==> src/rtl/pattern_count_pkg.sv <==
// pattern_count_pkg
//   Shared definitions for the "1010" pattern counter:
//   - default WIDTH / LEN_W / CNT_W constants
//   - sequencer state encoding (ctrl_state_e)
//   - serial detector state encoding (det_state_e)
package pattern_count_pkg;

  localparam int DEF_WIDTH = 16;
  localparam int DEF_LEN_W = 5;
  localparam int DEF_CNT_W = 5;

  typedef enum logic [2:0] {
    IDLE  = 3'd0,
    CLEAR = 3'd1,
    SHIFT = 3'd2,
    DRAIN = 3'd3,
    DONE  = 3'd4
  } ctrl_state_e;

  // S0: nothing useful seen, S1: "1", S2: "10", S3: "101", S4: "1010" (match)
  typedef enum logic [2:0] {
    S0 = 3'd0,
    S1 = 3'd1,
    S2 = 3'd2,
    S3 = 3'd3,
    S4 = 3'd4
  } det_state_e;

endpackage

==> src/rtl/seq_1010_detect.sv <==
// seq_1010_detect
//   Moore detector for the serial pattern "1010", overlapping matches allowed.
//   match is high for exactly the cycle after the final '0' is clocked in.
// Ports:
//   clk        system clock
//   rst        synchronous active-high reset, forces S0
//   cin        serial input bit, sampled on posedge clk
//   match      high while the detector sits in S4
//   state_dbg  current detector state, for observation
module seq_1010_detect
  import pattern_count_pkg::*;
(
  input  logic       clk,
  input  logic       rst,
  input  logic       cin,
  output logic       match,
  output det_state_e state_dbg
);

  det_state_e state_q;
  det_state_e state_d;

  always_comb begin
    state_d = state_q;
    unique case (state_q)
      S0:      state_d = cin ? S1 : S0;
      S1:      state_d = cin ? S1 : S2;
      S2:      state_d = cin ? S3 : S0;
      S3:      state_d = cin ? S1 : S4;
      // After "1010" the trailing "10" is reused: a '1' is already "101".
      S4:      state_d = cin ? S3 : S0;
      default: state_d = S0;
    endcase
  end

  always_ff @(posedge clk) begin
    if (rst) state_q <= S0;
    else     state_q <= state_d;
  end

  assign match     = (state_q == S4);
  assign state_dbg = state_q;

endmodule

==> src/rtl/pattern_count_ctrl.sv <==
// pattern_count_ctrl
//   Scans the low N bits of a captured word MSB-first through a serial
//   "1010" detector and reports the number of overlapping matches.
// Ports:
//   clk        system clock
//   rst        synchronous active-high reset
//   start      job request, only looked at in IDLE
//   abort      cancels a job in CLEAR/SHIFT/DRAIN
//   data_in    word to scan, captured when start is accepted
//   len        scan length (0 or >WIDTH means WIDTH), captured with data_in
//   busy       high in every state except IDLE
//   done       one-cycle pulse, match_cnt is final in that cycle
//   match_cnt  match count of the last completed job
// Handshake: start is accepted on the first edge at which the sequencer is
//   IDLE and start=1; busy rises the next cycle. Exactly one done pulse ends
//   an accepted job unless it is aborted or reset. start while busy is ignored.
module pattern_count_ctrl
  import pattern_count_pkg::*;
#(
  parameter int WIDTH = DEF_WIDTH,
  parameter int LEN_W = DEF_LEN_W,
  parameter int CNT_W = DEF_CNT_W
) (
  input  logic             clk,
  input  logic             rst,
  input  logic             start,
  input  logic             abort,
  input  logic [WIDTH-1:0] data_in,
  input  logic [LEN_W-1:0] len,
  output logic             busy,
  output logic             done,
  output logic [CNT_W-1:0] match_cnt
);

  localparam logic [LEN_W-1:0] WIDTH_L = LEN_W'(WIDTH);

  ctrl_state_e      state_q, state_d;
  logic [WIDTH-1:0] shift_q, shift_d;
  logic [LEN_W-1:0] bit_cnt_q, bit_cnt_d;
  logic [CNT_W-1:0] cnt_q, cnt_d;
  logic [CNT_W-1:0] match_cnt_q, match_cnt_d;
  logic             busy_q, busy_d;
  logic             done_q, done_d;

  logic             det_rst;
  logic             det_match;
  det_state_e       det_state;
  logic [LEN_W-1:0] n_eff;
  logic [LEN_W-1:0] align_sh;
  logic [CNT_W-1:0] cnt_inc;

  // Detector is cleared for the whole CLEAR cycle and on any abort so a
  // partial pattern from an earlier job can never leak into the next one.
  assign det_rst = rst | (state_q == CLEAR) | abort;

  seq_1010_detect u_det (
    .clk       (clk),
    .rst       (det_rst),
    .cin       (shift_q[WIDTH-1]),
    .match     (det_match),
    .state_dbg (det_state)
  );

  // Effective length and the shift that left-aligns bit N-1 into the MSB.
  assign n_eff    = ((len == '0) || (len > WIDTH_L)) ? WIDTH_L : len;
  assign align_sh = WIDTH_L - n_eff;

  always_comb begin
    cnt_inc = cnt_q;
    if (det_match && ((state_q == SHIFT) || (state_q == DRAIN)) && (cnt_q != '1))
      cnt_inc = cnt_q + CNT_W'(1);
  end

  always_comb begin
    state_d     = state_q;
    shift_d     = shift_q;
    bit_cnt_d   = bit_cnt_q;
    cnt_d       = cnt_inc;
    match_cnt_d = match_cnt_q;

    unique case (state_q)
      IDLE: begin
        if (start) begin
          shift_d   = data_in << align_sh;
          bit_cnt_d = n_eff;
          cnt_d     = '0;
          state_d   = CLEAR;
        end
      end
      CLEAR: state_d = SHIFT;
      SHIFT: begin
        shift_d   = shift_q << 1;
        bit_cnt_d = bit_cnt_q - LEN_W'(1);
        if (bit_cnt_q == LEN_W'(1)) state_d = DRAIN;
      end
      DRAIN: begin
        // Includes a match completed by the final bit (seen this cycle).
        match_cnt_d = cnt_inc;
        state_d     = DONE;
      end
      DONE:    state_d = IDLE;
      default: state_d = IDLE;
    endcase

    if (abort && ((state_q == CLEAR) || (state_q == SHIFT) || (state_q == DRAIN))) begin
      state_d     = IDLE;
      match_cnt_d = match_cnt_q;
    end

    busy_d = (state_d != IDLE);
    done_d = (state_d == DONE);
  end

  always_ff @(posedge clk) begin
    if (rst) begin
      state_q     <= IDLE;
      shift_q     <= '0;
      bit_cnt_q   <= '0;
      cnt_q       <= '0;
      match_cnt_q <= '0;
      busy_q      <= 1'b0;
      done_q      <= 1'b0;
    end else begin
      state_q     <= state_d;
      shift_q     <= shift_d;
      bit_cnt_q   <= bit_cnt_d;
      cnt_q       <= cnt_d;
      match_cnt_q <= match_cnt_d;
      busy_q      <= busy_d;
      done_q      <= done_d;
    end
  end

  assign busy      = busy_q;
  assign done      = done_q;
  assign match_cnt = match_cnt_q;

endmodule

==> config.mk <==
export PLATFORM = sky130hd
export DESIGN_NAME = pattern_count_ctrl
export DESIGN_NICKNAME = d
export VERILOG_FILES = /design/src/rtl/pattern_count_pkg.sv /design/src/rtl/seq_1010_detect.sv /design/src/rtl/pattern_count_ctrl.sv
export SDC_FILE = /design/constraint.sdc
export NUM_CORES = 1
export LEC_CHECK = 0
export CELL_PAD_IN_SITES_DETAIL_PLACEMENT = 0
export CELL_PAD_IN_SITES_GLOBAL_PLACEMENT = 1
export CORE_MARGIN = 8
export CORE_UTILIZATION = 46
export DETAILED_ROUTE_END_ITERATION = 16
export GPL_TIMING_DRIVEN = 0
export PLACE_DENSITY = 0.95
export SYNTH_ARGS = -nofsm -noshare
export SYNTH_HDL_FRONTEND = slang
export SYNTH_SLANG_ARGS = --single-unit
==> constraint.sdc <==
create_clock -name clk -period 6.5 [get_ports clk]
set_input_delay 1.3 -clock clk [delete_from_list [all_inputs] [get_ports clk]]
set_output_delay 1.3 -clock clk [all_outputs]
set_load 0.02 [all_outputs]
After elaboration in Yosys (flattened, before gate mapping)
Cells that the tools add are included.
W data, S select, Z words.
- register bits after elaboration: 39
- bits of input ports: 25
- output and inout bits: 7
- logic and storage cells: 59
- $add $sub $neg: 3
- $lt $le $gt $ge: 1
- equal/unequal tests: 11
- shift-type cells: 1
- muxes and demuxes: 17
- bitwise operators: 3
- reduce and logical (&&, ||, !) cells: 15
- operator list (cell ; count):
    $pmux W16 S2 ; 1
    $mux W5 ; 5
    $pmux W3 S4 ; 2
    $mux W16 ; 1
    $shl A16 B5 Y16 ; 1
    $eq A3 B2 Y1 const B ; 4
    $mux W3 ; 4
    $pmux W5 S2 ; 1
    $eq A3 B1 Y1 const B ; 2
    $eq A3 B3 Y1 const B ; 2
    $logic_not A3 Y1 ; 2
    $add A5 B1 Y5 const B ; 1
    $eq A5 B1 Y1 const B ; 1
    $gt A5 B5 Y1 const B ; 1
    $logic_not A5 Y1 ; 1
    $ne A5 B5 Y1 const B ; 1
    $sub A5 B1 Y5 const B ; 1
    $sub A5 B5 Y5 const A ; 1
    $logic_or A1 B1 Y1 ; 4
    $mux W2 ; 2
    $reduce_and A2 Y1 ; 2
    $logic_and A1 B1 Y1 ; 3
    $reduce_bool A3 Y1 ; 1
    $ne A2 B2 Y1 const B ; 1
    other kinds (5) ; 6

Longest topological paths before layout
Gate-level depths: netlist of the first run.
- depth after elaboration: 7
- mapped depth: 13
- mapped depth without buffers: 10

Cells and area by module
From an unflattened synthesis of the first run, not the netlist that was laid out.
- cells, all modules: 317
- area total of the unflattened synthesis: 2642.5 um2
- by module, submodules not included (module ; times used ; cells an instance ; area each (um2) ; seq. area each (um2)):
    pattern_count_ctrl ; 1 ; 305 ; 2507.4 ; 720.7
    seq_1010_detect ; 1 ; 12 ; 135.1 ; 60.1

Least setup slack after synthesis of the first run
No wires, ideal clock.
- path kind: in2reg
- from: input len[0]
- to: register shift_q[15]
- setup time: 116 ps
- data arrival time: 4361 ps
- required time: 6384 ps
- path slack: 2022 ps
- cell stages on the path: 12
- buffers on the path: 4
- cells stage by stage: or4_4 -> ha_1 -> nand2b_4 -> buf_6 -> buf_4 -> ha_1 -> buf_2 -> clkbuf_1 -> mux4_2 -> nand2_1 -> nand3_1 -> a31o_2
- word-level cells in the longest chain between the ends: 7
- elaborated cells between the ends (all ways): 8
- classes of those cells: 1 x add/sub; 1 x order compare; 1 x shift; 3 x mux; 2 x reduce/logical
- RTL lines (item ; RTL line ; RTL):
    start, declared ; pattern_count_ctrl.sv:29 ; input logic [LEN_W-1:0] len,
    $gt A5 B5 Y1 / $logic_not A5 Y1 (equally long branches) ; pattern_count_ctrl.sv:65 ; assign n_eff = ((len == '0) || (len > WIDTH_L)) ? WIDTH_L : len;
    $logic_or A1 B1 Y1 ; pattern_count_ctrl.sv:65 ;
    $mux W5 * ; pattern_count_ctrl.sv:65 ;
    $sub A5 B5 Y5 * ; pattern_count_ctrl.sv:66 ; assign align_sh = WIDTH_L - n_eff;
    $shl A16 B5 Y16 * ; pattern_count_ctrl.sv:84 ; shift_d = data_in << align_sh;
    $mux W16 * ; pattern_count_ctrl.sv:83 ; if (start) begin
    $pmux W16 S2 * ; pattern_count_ctrl.sv:81 ; unique case (state_q)
    end signal, assigned ; pattern_count_ctrl.sv:125 ; shift_q <= shift_d;
    end, declared ; pattern_count_ctrl.sv:38 ; logic [WIDTH-1:0] shift_q, shift_d;
Mark *: on every way between the ends. The rest lies on a longest branch, timed or not. The select of a mux whose other input is x is not followed.
A chain may end at the register's enable or synchronous reset.

Worst setup path after layout of the first run
Ends and elaborated chain as after synthesis.

==> results of run 1 <==
-- power groups by stage --
stage / registers (W) / logic, W / clock network (W)
2_1_floorplan: 0.000261 / 0.000123 / 0
3_3_place_gp: 0.000262 / 0.000171 / 0
3_5_place_dp: 0.000262 / 0.000174 / 0
4_1_cts: 0.000257 / 0.000174 / 0.000169
5_1_grt: 0.000258 / 0.000190 / 0.000181
6_report: 0.000257 / 0.000174 / 0.000165
-- worst max path at each step --
stage,depth (start not counted),start,to
floorplan,12,len[0],shift_q[15]$_SDFFE_PP0P_
global placement,13,len[0],shift_q[15]$_SDFFE_PP0P_
detailed placement,13,len[0],shift_q[15]$_SDFFE_PP0P_
CTS,13,len[0],shift_q[15]$_SDFFE_PP0P_
global route,13,len[0],shift_q[13]$_SDFFE_PP0P_
finish,13,len[0],shift_q[15]$_SDFFE_PP0P_
-- Yosys cell counts, types with 2 or more instances --
master    number
inv_1          5
ha_1           6
o211ai_1       4
o31ai_1        2
xor2_1         2
nand3_1        5
o21ai_0       11
dfxtp_1       39
nor2_1        30
nand4_1        2
mux2i_1       12
a31o_2         2
or3_1          3
mux2_2         5
a21oi_1       16
a31oi_1        4
nor3_1         6
nor3b_1        3
o221a_2        2
buf_4          2
nand2b_1       5
mux4_2        11
a22oi_1       12
buf_6          2
xnor2_1        3
nand3b_1       2
clkbuf_1       9
buf_2          3
o21bai_1       3
and3_1         3
a211oi_1       9
nor2b_1        3
nand2_1       20
nor4bb_1       2
-- sequential cells by signal, indices dropped and copies added, names as in the netlist --
name	flops
state_q	3
busy	1
bit_cnt_q	5
cnt_q	5
u_det.state_dbg	3
shift_q	16
done	1
match_cnt	5
-- cell type report --
type	instances	area, µm²	share of cell area [%]
timing repair buffer	31	310	10.3
inverter	5	18.8	0.622
multi-input combinational	216	1640	54.3
clock inverter	1	5.00	0.166
buffer	17	91.3	3.03
clock buffer	6	82.6	2.74
tap	72	90.1	2.99
sequential	39	781	25.9
-- routing by layer --
layer | share of wire, % | vias to the layer above | track usage [%]
li1 | - | 1112 | -
met1 | 46 | 1057 | 19.0
met3 | 4.3 | 10 | 2.99
met4 | 2.1 | 0 | 6.10
met2 | 48 | 58 | 26.2
met5 | 0 | - | 0
-- worst max-delay path: cells and delay by family --
kind | cells | cell delay, ps
compound gates | 1 | 250
fa+ha+maj | 2 | 680
buf+inv | 5 | 1490
simple gates | 4 | 980
mux | 1 | 570
-- logic make-up (layout without fill, tap and decap cells) --
family / count (synthesis) / in the layout
simple gates: 100 / 100
compound gates: 75 / 75
flops: 39 / 39
mux: 28 / 28
buf+inv: 22 / 60
xor+xnor: 7 / 7
fa+ha+maj: 6 / 6
-- metrics by stage --
stage | power, W | cells
after floorplan | 0.000384 | 277
after global placement | 0.000432 | 380
after detailed placement | 0.000436 | 380
after CTS | 0.000599 | 387
after global routing | 0.000629 | 387
final | 0.000596 | 387
==> flow_summary.toml, run 1 <==
[route]
drtIter0Drc = 148
postRouteAntennaNets = 0
avgViaCountPerCell = 5.78
first_pass_iters = 4
route.vias.total = 2237
totalWireLength_um = 6160
post_drt_wl_per_cell_um = 15.9
drc = 0

[synthesis]
synth-compound-area-share_pct = 20.3
synth-edff-count = 0
synth.yosys.seq_area_share_pct = 30.9
synth.largest_area_cell = "dfxtp_1"
synthesis.area_per_instance_um2 = 9.13
synthTopCellsByArea = "dfxtp_1 31%, mux4_2 9.8%, mux2i_1 4.7%"
syn-num-nets = 308
synth.yosys.warnings = 0
ys_ff_latch = 39
synth.lib_cells_used.distinct = 63
ys_dominant_reg_cell = "dfxtp_1"
netlist_area_um2 = 2530
synth.mux.area_fraction_pct = 16.8
synth_top_area_share_pct = 30.9
synth_fa_ha_area_share_pct = 2.97
synth-xor-area-share_pct = 3.02
synth_cells = 277
dominant_combinational_cell_family_by_area_after_synthesis = "simple AND/OR/NAND/NOR gates"
async_reset_ff_share_pct = 0
synth-simple-area-share_pct = 21.7

[die]
die_y_um = 90.2
core_um2 = 5410
dieArea_um2 = 8130
die_x_um = 90.2
rows = 27
start_util_pct = 46.8
design.portCount = 32

[worst_setup_path]
reg2reg_slack_ps = 4350
worst-path-max-fanout = 10
rr_endpoint = "shift_q[11]$_SDFFE_PP0P_"
reg2reg_depth = 5
path_cells = "clkdlybuf4s50_1 -> or4_4 -> ha_1 -> nand2b_4 -> buf_6 -> buf_4 -> ha_1 -> buf_2 -> clkbuf_1 -> mux4_2 -> nand2_1 -> nand3_1 -> a31o_2"
worst_path_largest_cell_delay_ps = 590
timing.critical_path.from_type = "input pin"
cp.required_ps = 6680
critical-path-slowest-cell = "or4_4"
reg2reg_from = "state_q[1]$_SDFF_PP0_"
crit_path_frequent_cell = "ha_1"
worstSetupPathType = "input pin to register"
timing.critical_path.arrival_ps = 5250
setup.worst_path.end_class = "register"

[run_status]
status = "completed"

[place]
gp_routability_congestion = 0.879
hpwl_detailed_um = 4810
postPlaceCellArea_um2 = 2930
dpl_worst_slack_ps = 1120
port_buffers = 31

[layout]
synthToLayoutAreaGrowth_pct = 19.3
antenna_cells = 0
final_cell_mix = "39 x dfxtp_1, 31 x clkdlybuf4s50_1, 30 x nor2_1, 20 x nand2_1, 16 x a21oi_1"
layout_commonest_cell = "dfxtp_1"
post-route-cell-area_um2 = 3020
layout.core_utilization_pct = 55.8
drive_gt1_share_pct = 14.9
num-fill-cells = 510
num-nets-final = 346

[pwr]
cellLeakagePower_nw = 1.10
pwr-share-clk_pct = 27.7
p_sw_w = 0.000180
comb_power_share_pct = 29.2
power_switching_share_pct = 30.3
max-vdd-ir-drop_mv = 0.0978
share_seq_of_total_power_pct = 43.1
power-per-cell-area_nw_per_um2 = 197
p_int_w = 0.000415

[grt]
grt_antenna_before_repair = 0
grt_first_pass_wirelength_um = 10700
first_global_vias = 2232
grt_start_max_net_pins = 12
grtUsageTotal_pct = 15.6
overflow = 0

[run]
timing.max_cap.violations = 0

[timing]
rsz_0062_raised_after_global_routing = "false"
tightest_slew_ps = 633
final-setup-viol-count = 0
timing.hold.ws_ps = 458
fin_ws_ps = 1430
final_min_period_over_clock_period_pct = 78.0
max-slew-margin-rel_pct = 57.6
timing_max_transition_violations_final = 0
fmax_mhz = 197
final-hold-violation-count = 0
skew_ps = 8.13
post-route-min-period_ps = 5070
final.setup.tns_ps = 0

[cts]
clock_tree_from_tritoncts = "built"
worstSkewPairLatency_ps = 290
ctsLongestPathBuffers = 2
h-tree-depth = 2
cts_repair_resize_count = 0
cts_post_setup_buffers_inserted = 0
cts_hold_buffers = 0
clockRootBuffer = "clkbuf_8"
total_clock_buffers_created_by_cts = 5
tritoncts_num_sinks = 39
clk_pin_slew_ps = 70

[hold_path]
worstHoldPathType = "register to register"
worstHoldStart = "shift_q[3]$_SDFFE_PP0P_"
holdPathStages = 2
whs_endpoint = "shift_q[4]$_SDFFE_PP0P_"
Power figures use the tool's default switching activity.
==> run 2, diff against run 1 <==
CORE_UTILIZATION = 42   (was 46)
PLACE_DENSITY = 0.88   (was 0.95)
clock period = 5.3 ns   (was 6.5 ns; I/O delays follow)
==> run 2 against run 1 <==
Net effect: hold slack improved by 3.1 ps; clock skew increased by 5.3 ps; sequential cell count unchanged; sequential power increased by 23%; count of clock-buffer cells in the layout increased by 2.
==> flow_summary.toml, run 2 (synthesized netlist as in run 1, its figures left out) <==
[route]
totalWireLength_um = 6380
post_drt_wl_per_cell_um = 16.3
route.vias.total = 2287
drc = 0
drtIter0Drc = 132
avgViaCountPerCell = 5.85
postRouteAntennaNets = 0
first_pass_iters = 4

[timing]
rsz_0062_raised_after_global_routing = "false"
tightest_slew_ps = 620
final-setup-viol-count = 0
final_min_period_over_clock_period_pct = 90.6
final-hold-violation-count = 0
timing_max_transition_violations_final = 0
max-slew-margin-rel_pct = 58.5
timing.hold.ws_ps = 461
skew_ps = 13.4
fmax_mhz = 208
final.setup.tns_ps = 0
post-route-min-period_ps = 4800

[pwr]
power-per-cell-area_nw_per_um2 = 247
cellLeakagePower_nw = 1.10
max-vdd-ir-drop_mv = 0.146

[cts]
cts_hold_buffers = 0
clockRootBuffer = "clkbuf_8"
tritoncts_num_sinks = 39
clk_pin_slew_ps = 80
total_clock_buffers_created_by_cts = 5
cts_repair_resize_count = 0
ctsLongestPathBuffers = 2
cts_post_setup_buffers_inserted = 0
h-tree-depth = 2
worstSkewPairLatency_ps = 300
clock_tree_from_tritoncts = "built"

[worst_setup_path]
timing.critical_path.from_type = "input pin"
cp.required_ps = 5500
critical-path-slowest-cell = "or4_4"
worstSetupPathType = "input pin to register"
worst-path-max-fanout = 10
path_cells = "clkdlybuf4s50_1 -> or4_4 -> ha_1 -> nand2b_4 -> buf_6 -> buf_4 -> ha_1 -> buf_2 -> clkbuf_1 -> mux4_2 -> nand2_1 -> nand3_1 -> a31o_2"
setup.worst_path.end_class = "register"
timing.critical_path.arrival_ps = 5000
path_delay_family = "buffers and inverters"
reg2reg_depth = 8
crit_path_frequent_cell = "ha_1"
critical_path.n_buffers_inverters = 5
reg2reg_slack_ps = 3180
worst_path_largest_cell_delay_ps = 590
rr_endpoint = "match_cnt[3]$_SDFFE_PP0P_"
reg2reg_from = "cnt_q[0]$_SDFF_PP0_"

[die]
start_util_pct = 43.0
core_um2 = 5890
dieArea_um2 = 8760
die_x_um = 93.6
die_y_um = 93.6
rows = 28
design.portCount = 32

[layout]
num-nets-final = 346
final_cell_mix = "39 x dfxtp_1, 31 x clkdlybuf4s50_1, 30 x nor2_1, 20 x nand2_1, 16 x a21oi_1"
antenna_cells = 0
num-fill-cells = 575
synthToLayoutAreaGrowth_pct = 19.9
largest_reg_flops = 16
drive_gt1_share_pct = 14.9
top_register = "shift_q"
layout_commonest_cell = "dfxtp_1"

[place]
hpwl_detailed_um = 4950
gp_routability_congestion = 0.851
port_buffers = 31

[grt]
grt_antenna_before_repair = 0
overflow = 0
grt_start_max_net_pins = 12
grt_first_pass_wirelength_um = 10800
grtUsageTotal_pct = 15.2
first_global_vias = 2197

[hold_path]
worstHoldStart = "shift_q[0]$_SDFFE_PP0P_"
whs_endpoint = "shift_q[0]$_SDFFE_PP0P_"
worstHoldPathType = "register to register"
holdPathStages = 2

[run]
timing.max_cap.violations = 0

[run_status]
status = "completed"
## run 2: report_power, final
group | switching [W] | leakage, nW | internal (W)
combinational | 0.000114 | 0.735 | 0.000102
sequential | 0.00000900 | 0.317 | 0.000306
clock | 0.000101 | 0.0515 | 0.000119
total | 0.000224 | 1.10 | 0.000526
## run 2: layout make-up
type | count | area (µm²) | area share [%]
multi-input combinational | 216 | 1640 | 54.0
inverter | 5 | 18.8 | 0.619
buffer | 17 | 91.3 | 3.01
sequential | 39 | 781 | 25.7
clock buffer | 8 | 100 | 3.30
tap | 75 | 93.8 | 3.09
timing repair buffer | 31 | 310 | 10.2
## run 2: per-layer routing
| metal | up-vias | track usage [%] | part of all wire (%) |
|---|---|---|---|
| li1 | 1115 | - | - |
| met1 | 1112 | 20.1 | 46 |
| met2 | 48 | 24.4 | 48 |
| met3 | 12 | 2.96 | 4.7 |
| met4 | 0 | 4.49 | 1.5 |
| met5 | - | 0 | 0 |
## run 2: how the worst max path moves through the flow
stage	cells after the start	slack, ps	end	startpoint
after floorplan	12	1060	shift_q[15]$_SDFFE_PP0P_	len[0]
after global placement	13	170	shift_q[15]$_SDFFE_PP0P_	len[0]
after detailed placement	13	170	shift_q[15]$_SDFFE_PP0P_	len[0]
after CTS	13	490	shift_q[15]$_SDFFE_PP0P_	len[0]
after global routing	13	310	shift_q[14]$_SDFFE_PP0P_	len[0]
final	13	500	shift_q[15]$_SDFFE_PP0P_	len[0]
## run 2: worst register-to-register path: cells and delay by family (launching register included)
family                     cells  cell delay, ps
AOI/OAI and AO/OA              1             220
DFF                            1             350
and+or+nand+nor                4             910
xor gates and xnor gates       1             180
adders and majority gates      2             390
## run 2: per-stage QoR
| step | cell area, µm² | total power, W | setup slack (ps) | std cells | util (%) |
|---|---|---|---|---|---|
| after floorplan | 2530 | 0.000470 | 1060 | 277 | - |
| after global placement | 2930 | 0.000533 | 173 | 383 | 49.9 |
| after detailed placement | 2930 | 0.000535 | 171 | 383 | 49.9 |
| after CTS | 3030 | 0.000755 | 487 | 391 | 51.6 |
| after global routing | 3030 | 0.000791 | 311 | 391 | 51.6 |
| final | 3030 | 0.000750 | 496 | 391 | 51.6 |
